**src/rtl/gray_stream_decoder_if.sv**
```systemverilog
// Stream bundle for the Gray-code decoder: sample input handshake,
// decoded output handshake and the status outputs that travel with it.
interface gray_stream_decoder_if #(
  parameter int WIDTH = 4
);
  logic             in_valid;
  logic [WIDTH-1:0] in_gray;
  logic             in_ready;
  logic             out_valid;
  logic             out_ready;
  logic [WIDTH-1:0] out_bin;
  logic             step_err;
  logic             dir;
  logic             locked;
  logic [7:0]       err_count;

  // Producer/consumer side: drives samples and the downstream accept.
  modport master (
    output in_valid, in_gray, out_ready,
    input  in_ready, out_valid, out_bin, step_err, dir, locked, err_count
  );

  // Decoder side.
  modport slave (
    input  in_valid, in_gray, out_ready,
    output in_ready, out_valid, out_bin, step_err, dir, locked, err_count
  );
endinterface

```
**src/rtl/gray_stream_decoder.sv**
```systemverilog
// Gray-code stream decoder. Converts each accepted Gray sample to binary
// with one cycle of latency, checks that consecutive samples differ in
// exactly one bit, reports the count direction, and tracks lock through
// an EMPTY/RESYNC/TRACK state machine. Illegal steps are counted in a
// saturating 8-bit counter.
module gray_stream_decoder #(
  parameter int WIDTH = 4
) (
  input  logic                 clk,
  input  logic                 rst_n,
  gray_stream_decoder_if.slave bus
);

  typedef enum logic [1:0] {
    ST_EMPTY  = 2'd0,
    ST_RESYNC = 2'd1,
    ST_TRACK  = 2'd2
  } state_e;

  // Gray to binary: MSB passes through, each lower bit folds in the
  // already-decoded bit above it.
  function automatic logic [WIDTH-1:0] gray2bin(input logic [WIDTH-1:0] g);
    logic [WIDTH-1:0] b;
    b[WIDTH-1] = g[WIDTH-1];
    for (int i = WIDTH - 2; i >= 0; i--) begin
      b[i] = b[i+1] ^ g[i];
    end
    return b;
  endfunction

  // Number of set bits; used as the Hamming distance between two codes.
  function automatic logic [4:0] popcount(input logic [WIDTH-1:0] v);
    logic [4:0] c;
    c = '0;
    for (int i = 0; i < WIDTH; i++) begin
      c = c + 5'(v[i]);
    end
    return c;
  endfunction

  state_e           state_q, state_d;
  logic             good_q, good_d;        // one legal step already seen in RESYNC
  logic [WIDTH-1:0] prev_gray_q, prev_gray_d;
  logic             out_valid_q, out_valid_d;
  logic [WIDTH-1:0] out_bin_q, out_bin_d;
  logic             step_err_q, step_err_d;
  logic             dir_q, dir_d;
  logic [7:0]       err_count_q, err_count_d;

  logic             accept;
  logic [WIDTH-1:0] new_bin;
  logic [WIDTH-1:0] prev_bin;
  logic [WIDTH-1:0] prev_inc;
  logic             legal;
  logic             up;

  // Output slot frees up when empty or when downstream takes the result.
  assign bus.in_ready = !out_valid_q || bus.out_ready;
  assign accept       = bus.in_valid && bus.in_ready;

  assign new_bin  = gray2bin(bus.in_gray);
  assign prev_bin = gray2bin(prev_gray_q);
  assign prev_inc = prev_bin + {{(WIDTH-1){1'b0}}, 1'b1};
  assign legal    = (popcount(bus.in_gray ^ prev_gray_q) == 5'd1);
  assign up       = (new_bin == prev_inc);

  // Next-state, lock tracking and output-slot update.
  always_comb begin
    state_d     = state_q;
    good_d      = good_q;
    prev_gray_d = prev_gray_q;
    out_valid_d = out_valid_q;
    out_bin_d   = out_bin_q;
    step_err_d  = step_err_q;
    dir_d       = dir_q;
    err_count_d = err_count_q;

    if (accept) begin
      out_valid_d = 1'b1;
      out_bin_d   = new_bin;
      prev_gray_d = bus.in_gray;
      case (state_q)
        ST_EMPTY: begin
          // Nothing to compare against: first sample is never an error.
          state_d    = ST_RESYNC;
          good_d     = 1'b0;
          step_err_d = 1'b0;
          dir_d      = 1'b0;
        end
        ST_RESYNC, ST_TRACK: begin
          if (legal) begin
            step_err_d = 1'b0;
            dir_d      = up;
            if (state_q == ST_RESYNC) begin
              if (good_q) begin
                state_d = ST_TRACK;
                good_d  = 1'b0;
              end else begin
                good_d  = 1'b1;
              end
            end
          end else begin
            state_d    = ST_RESYNC;
            good_d     = 1'b0;
            step_err_d = 1'b1;
            dir_d      = 1'b0;
            if (err_count_q != 8'hFF) begin
              err_count_d = err_count_q + 8'd1;
            end
          end
        end
        default: begin
          state_d = ST_EMPTY;
          good_d  = 1'b0;
        end
      endcase
    end else if (bus.out_ready) begin
      out_valid_d = 1'b0;
    end
  end

  // State and output registers; reset clears everything immediately.
  always_ff @(posedge clk or negedge rst_n) begin
    if (!rst_n) begin
      state_q     <= ST_EMPTY;
      good_q      <= 1'b0;
      prev_gray_q <= '0;
      out_valid_q <= 1'b0;
      out_bin_q   <= '0;
      step_err_q  <= 1'b0;
      dir_q       <= 1'b0;
      err_count_q <= 8'd0;
    end else begin
      state_q     <= state_d;
      good_q      <= good_d;
      prev_gray_q <= prev_gray_d;
      out_valid_q <= out_valid_d;
      out_bin_q   <= out_bin_d;
      step_err_q  <= step_err_d;
      dir_q       <= dir_d;
      err_count_q <= err_count_d;
    end
  end

  assign bus.out_valid = out_valid_q;
  assign bus.out_bin   = out_bin_q;
  assign bus.step_err  = step_err_q;
  assign bus.dir       = dir_q;
  assign bus.locked    = (state_q == ST_TRACK);
  assign bus.err_count = err_count_q;

endmodule

```
**src/flat_wrapper.sv**
```systemverilog
// flat-port wrapper written by rule: the top's interface ports become plain ports
module gray_stream_decoder_flat 
#(
  parameter int WIDTH = 4
)
  (clk, rst_n, bus_in_valid, bus_in_gray, bus_out_ready, bus_in_ready, bus_out_valid, bus_out_bin, bus_step_err, bus_dir, bus_locked, bus_err_count);
  gray_stream_decoder_if #(.WIDTH(WIDTH)) bus_i ();
  input  logic clk;
  input  logic rst_n;
  input wire logic [$bits(bus_i.in_valid)-1:0] bus_in_valid;
  input wire logic [$bits(bus_i.in_gray)-1:0] bus_in_gray;
  input wire logic [$bits(bus_i.out_ready)-1:0] bus_out_ready;
  output wire logic [$bits(bus_i.in_ready)-1:0] bus_in_ready;
  output wire logic [$bits(bus_i.out_valid)-1:0] bus_out_valid;
  output wire logic [$bits(bus_i.out_bin)-1:0] bus_out_bin;
  output wire logic [$bits(bus_i.step_err)-1:0] bus_step_err;
  output wire logic [$bits(bus_i.dir)-1:0] bus_dir;
  output wire logic [$bits(bus_i.locked)-1:0] bus_locked;
  output wire logic [$bits(bus_i.err_count)-1:0] bus_err_count;
  assign bus_i.in_valid = bus_in_valid;
  assign bus_i.in_gray = bus_in_gray;
  assign bus_i.out_ready = bus_out_ready;
  assign bus_in_ready = bus_i.in_ready;
  assign bus_out_valid = bus_i.out_valid;
  assign bus_out_bin = bus_i.out_bin;
  assign bus_step_err = bus_i.step_err;
  assign bus_dir = bus_i.dir;
  assign bus_locked = bus_i.locked;
  assign bus_err_count = bus_i.err_count;
  gray_stream_decoder #(.WIDTH(WIDTH)) u_core (.clk(clk), .rst_n(rst_n), .bus(bus_i));
endmodule
```
**config.mk**
```make
export PLATFORM = sky130hd
export DESIGN_NAME = gray_stream_decoder_flat
export DESIGN_NICKNAME = d
export VERILOG_FILES = /design/src/rtl/gray_stream_decoder_if.sv /design/src/rtl/gray_stream_decoder.sv /design/src/flat_wrapper.sv
export SDC_FILE = /design/constraint.sdc
export NUM_CORES = 1
export LEC_CHECK = 0
export ABC_AREA = 1
export CAP_MARGIN = 20
export CORE_MARGIN = 3
export CORE_UTILIZATION = 50
export DETAILED_ROUTE_END_ITERATION = 10
export HOLD_SLACK_MARGIN = 0.15
export MAX_ROUTING_LAYER = met4
export PLACE_DENSITY = 0.82
export RECOVER_POWER = 50
export SKIP_CTS_REPAIR_TIMING = 1
export SLEW_MARGIN = 25
export SYNTH_ARGS = -nofsm -noshare
export SYNTH_HDL_FRONTEND = slang
export SYNTH_SLANG_ARGS = --single-unit
```
**constraint.sdc**
```tcl
create_clock -name clk -period 3.45 [get_ports clk]
set_clock_uncertainty 0.1 [all_clocks]
set_input_delay 0.5175 -clock clk [delete_from_list [all_inputs] [get_ports clk]]
set_output_delay 0.5175 -clock clk [all_outputs]
set_load 0.02 [all_outputs]
```
==> results <==
- Max-cap violations in this run came to 0.
- The power density over the cells is between 600 and 700 nW/um2.
- The total half-perimeter wirelength after legalization and detailed placement is 2200 um.
- The number of levels in the clock H-tree is 1.
- The total length of routed wires is 2740 um.
- In the routed design, unresolved DRC markers number 0.
- The number of stages on the worst hold path is 2.
- For this run, the post-layout net count is 220.
- The total global routing track utilization is 17.9%.
- Global routing finished with a remaining overflow of 0.
- In this run the vertical extent of the chip is between 50 and 60 um.
- In this run the most critical hold path is launched from u_core.bus.dir$_DFFE_PN0P_.
- The cell taking the most area after synthesis is dfrtp_1.
- The critical path starts at bus_in_gray[0].
- The largest vdd supply drop is a little over 0.4 mV.
- The leading cell type by number of instances after synthesis is nand2_1.
- The worst path required time is 3.56 ns.
- The number of cells produced by synthesis is between 150 and 200.
- The number of design-rule violations left by the first detailed-router iteration is 55.
- The routed layout has ~1200 vias.
- The number of clock sinks is 21.
- The detail route stage leaves a number of antenna-violating nets equal to 0.
- The share of final-layout standard cells stronger than drive strength 1 is 9.90%.
- After routing, the total negative slack on setup checks comes to 0 ns.
- Setup violations remaining at the end of the flow were counted as 0.
- In this run the tightest slew margin relative to its limit is 27.1%.
- The number of search-and-repair iterations in the first detailed-routing pass is 4.
- The clock passes through at most 2 buffers.
- The die extent in x is just under 60 um.
- The register-to-register path setup slack is approximately 0.78 ns.
- The initial antenna violation count is 0.
- The die covers 3420 um2.
- The synthesized netlist occupies a cell area of 1380 um2.
- The core region is approximately 2500 um2.
- On the critical path, the stage with the largest delay is an instance of clkdlybuf4s50_1.
- The worst slack at placement is about 0.27 ns.
- The first global-routing pass estimated approximately 4700 um of wire.
- The count of endpoints failing hold in the final timing report was 0.
- The final weighted congestion in routability-driven placement is between 0.8 and 0.9.
- The number of buffers added on ports is 24.
- Summed over all cells, the static leakage comes to 0.829 nW.
- The number of antenna repair diodes is 0.
- After synthesis, the cell types taking the most area are dfrtp_1 38%, nand2_1 16%, ha_1 7.3%, inv_1 5.5%, nand3_1 3.6%.
- The worst register-to-register path ends at u_core.bus.err_count[4]$_DFFE_PN0P_.
- The category of the worst setup path capture point is a flip-flop.
- The Yosys warning count is 0.
- The tightest hold margin is around 0.40 ns.
- The net count after synthesis is just under 200.
- The slew of the pin with the lowest slew margin is approximately 1.1 ns.
- The capture endpoint of the worst hold path is u_core.bus.dir$_DFFE_PN0P_.
- The class of the tightest hold or removal check is reg -> reg.
- The maximum cell stage delay along the critical path is 0.47 ns.
- The post-synthesis to final-layout area growth is 20.4%.
- After clock tree synthesis, the clock-pin slew on the worst setup and hold paths is around 0.13 ns.
- The flow ran to the end, and the final reports show no timing, DRC or antenna violations.
- The number of enable-type register cells in the synthesized netlist is 0.
- The worst register-to-register path begins at u_core.prev_gray_q[0]$_DFFE_PN0P_.
- In the routed layout, each cell is associated on average with a via count of ~5.
- The netlist uses 29 different library cells.
- The worst path in the final design needs a cycle of roughly 2.9 ns, including I/O delays and setup.
- The row count is 18.
- The via count of the first global-routing pass is about 1100.
- Clock tree synthesis inserted a total of 3 buffers.
- Dividing the detail-routed wire length by the instance count gives roughly 12 um.
- The clock tree root buffer cell is clkbuf_4.
- Summing all multi-input logic gate instances after layout gives ~720 um2.
- Entering global routing, the biggest net connects 22 pins.
- The signal on the critical path passes through clkdlybuf4s50_1, xor2_1, ha_1, inv_1, fa_1, inv_1, ha_1, nor3_4, nor2_1, nand3_4, inv_6, nand2_1, o21ai_1.
- The clock latency on the worst-skew pair is 0.30 ns.
- The synthesis-stage register bit count is 21.
- The kind of launch point of the worst setup path is an input port.
- Setup repair after global routing left no endpoint under its margin.
- The post-synthesis async set-or-reset flop share is 100%.
- Once the floorplan was initialized, standard cells occupied 54.1% of the core.
- The max-slew violation total from the final report was 0.
- The number of placed cells counting well taps is roughly 230.
- A synthesized cell averages roughly 7.8 um2.
- The layout has 213 filler cells.
- The critical setup path kind is in -> reg.
- The final standard cell count with taps included and fillers excluded is 232.
- In the finished design, the share of the clock period the worst path needs comes to between 80 and 90%.
- The worst setup slack after layout is between 0.5 and 0.6 ns.
- Counting cells, the worst reg-to-reg path comes to 12.
- For this design the top-level I/O count stands at 25.
- By count the netlist is led by 59 x nand2_1, 21 x dfrtp_1, 20 x inv_1.
- The CTS tree is yes.
- The total area of sequential cells is between 500 and 600 um2.
- For this run, the leading register cell type out of synthesis is dfrtp_1.
- For this run, the top clock speed supported by timing is approximately 0.35 GHz.
- The post-synthesis sequential area ratio is approximately two fifths.
- In this run the worst path has a maximum fanout of 9.
- STA puts the critical path data arrival time at roughly 3.0 ns.
- After synthesis, the largest area contributor takes up about two fifths of total cell area.
==> stage by stage <==
step / cell area (um2) / utilization [%] / power (mW)
global route: 1660 / 65.1 / 1.12
finish: 1660 / 65.1 / 1.04
CTS: 1660 / 65.3 / 1.04
global placement: 1630 / 64.1 / 0.892
floorplan: 1380 / - / 0.740
detailed placement: 1630 / 64.1 / 0.916
==> layout by cell type (no fill, tap or decap), types with 3 or more instances in the layout <==
| master | instances |
|---|---|
| dfrtp_1 | 21 |
| o21ai_1 | 4 |
| nand2_2 | 5 |
| nand2_1 | 60 |
| o21ai_0 | 8 |
| clkdlybuf4s50_1 | 22 |
| clkbuf_4 | 3 |
| ha_1 | 8 |
| inv_1 | 20 |
| xnor2_1 | 5 |
| nand3_1 | 10 |
| xor2_1 | 4 |
| inv_2 | 3 |
| nand4_1 | 3 |
| nor2_1 | 7 |
==> state kept, by name, summed over array words and instances (netlist names) <==
signal	flops
u_core.bus.step_err	1
u_core.state_q	2
u_core.bus.out_valid	1
u_core.bus.out_bin	4
u_core.bus.dir	1
u_core.good_q	1
u_core.prev_gray_q	3
u_core.bus.err_count	8
==> cell type report <==
| cell class | count | share of cell area (%) |
|---|---|---|
| timing repair buffer | 25 | 14.7 |
| inverter | 25 | 6.04 |
| sequential | 21 | 31.7 |
| clock inverter | 1 | 0.453 |
| clock buffer | 3 | 1.36 |
| multi-input combinational | 127 | 43.4 |
| tap | 30 | 2.27 |
==> critical path, delay by kind of cell <==
kind,cells,cell delay (ns)
buffers and inverters,4,0.64
and+or+nand+nor,4,0.64
xor gates and xnor gates,1,0.19
adders and majority gates,3,0.92
AOI/OAI and AO/OA,1,0.06
==> metal layers <==
metal,part of all wire [%],vias to the layer above,global-route usage [%]
li1,-,603,-
met3,3.5,6,1.54
met2,51,25,30.6
met4,2.3,0,7.62
met5,0,-,-
met1,43,559,21.6
==> kinds of logic (layout without fill, tap and decap cells) <==
family | Yosys count | count (layout) | synth area share (%)
AO/OA/AOI/OAI | 16 | 16 | 6.27
XOR/XNOR | 9 | 9 | 5.73
adder cells (fa/ha/maj) | 9 | 9 | 8.73
buffers and inverters | 28 | 54 | 9.00
flip-flops | 21 | 21 | 38.2
AND/OR/NAND/NOR | 93 | 93 | 32.1
==> worst max-delay path by stage <==
stage	endpoint	slack, ns	depth (start not counted)
after detailed placement	u_core.state_q[0]$_DFFE_PN0P_	0.27	13
after global placement	u_core.state_q[0]$_DFFE_PN0P_	0.36	13
final	u_core.bus.err_count[4]$_DFFE_PN0P_	0.59	13
after floorplan	u_core.state_q[0]$_DFFE_PN0P_	0.95	12
after global routing	u_core.bus.dir$_DFFE_PN0P_	0.37	14
after CTS	u_core.state_q[0]$_DFFE_PN0P_	0.59	13
==> report_power, final <==
| part | internal, mW | leakage, nW | switching [mW] |
|---|---|---|---|
| logic | 0.222 | 0.549 | 0.307 |
| clock network | 0.0441 | 0.0139 | 0.0792 |
| registers | 0.310 | 0.265 | 0.0735 |
| total | 0.577 | 0.829 | 0.459 |
Power figures use the tool's default switching activity.
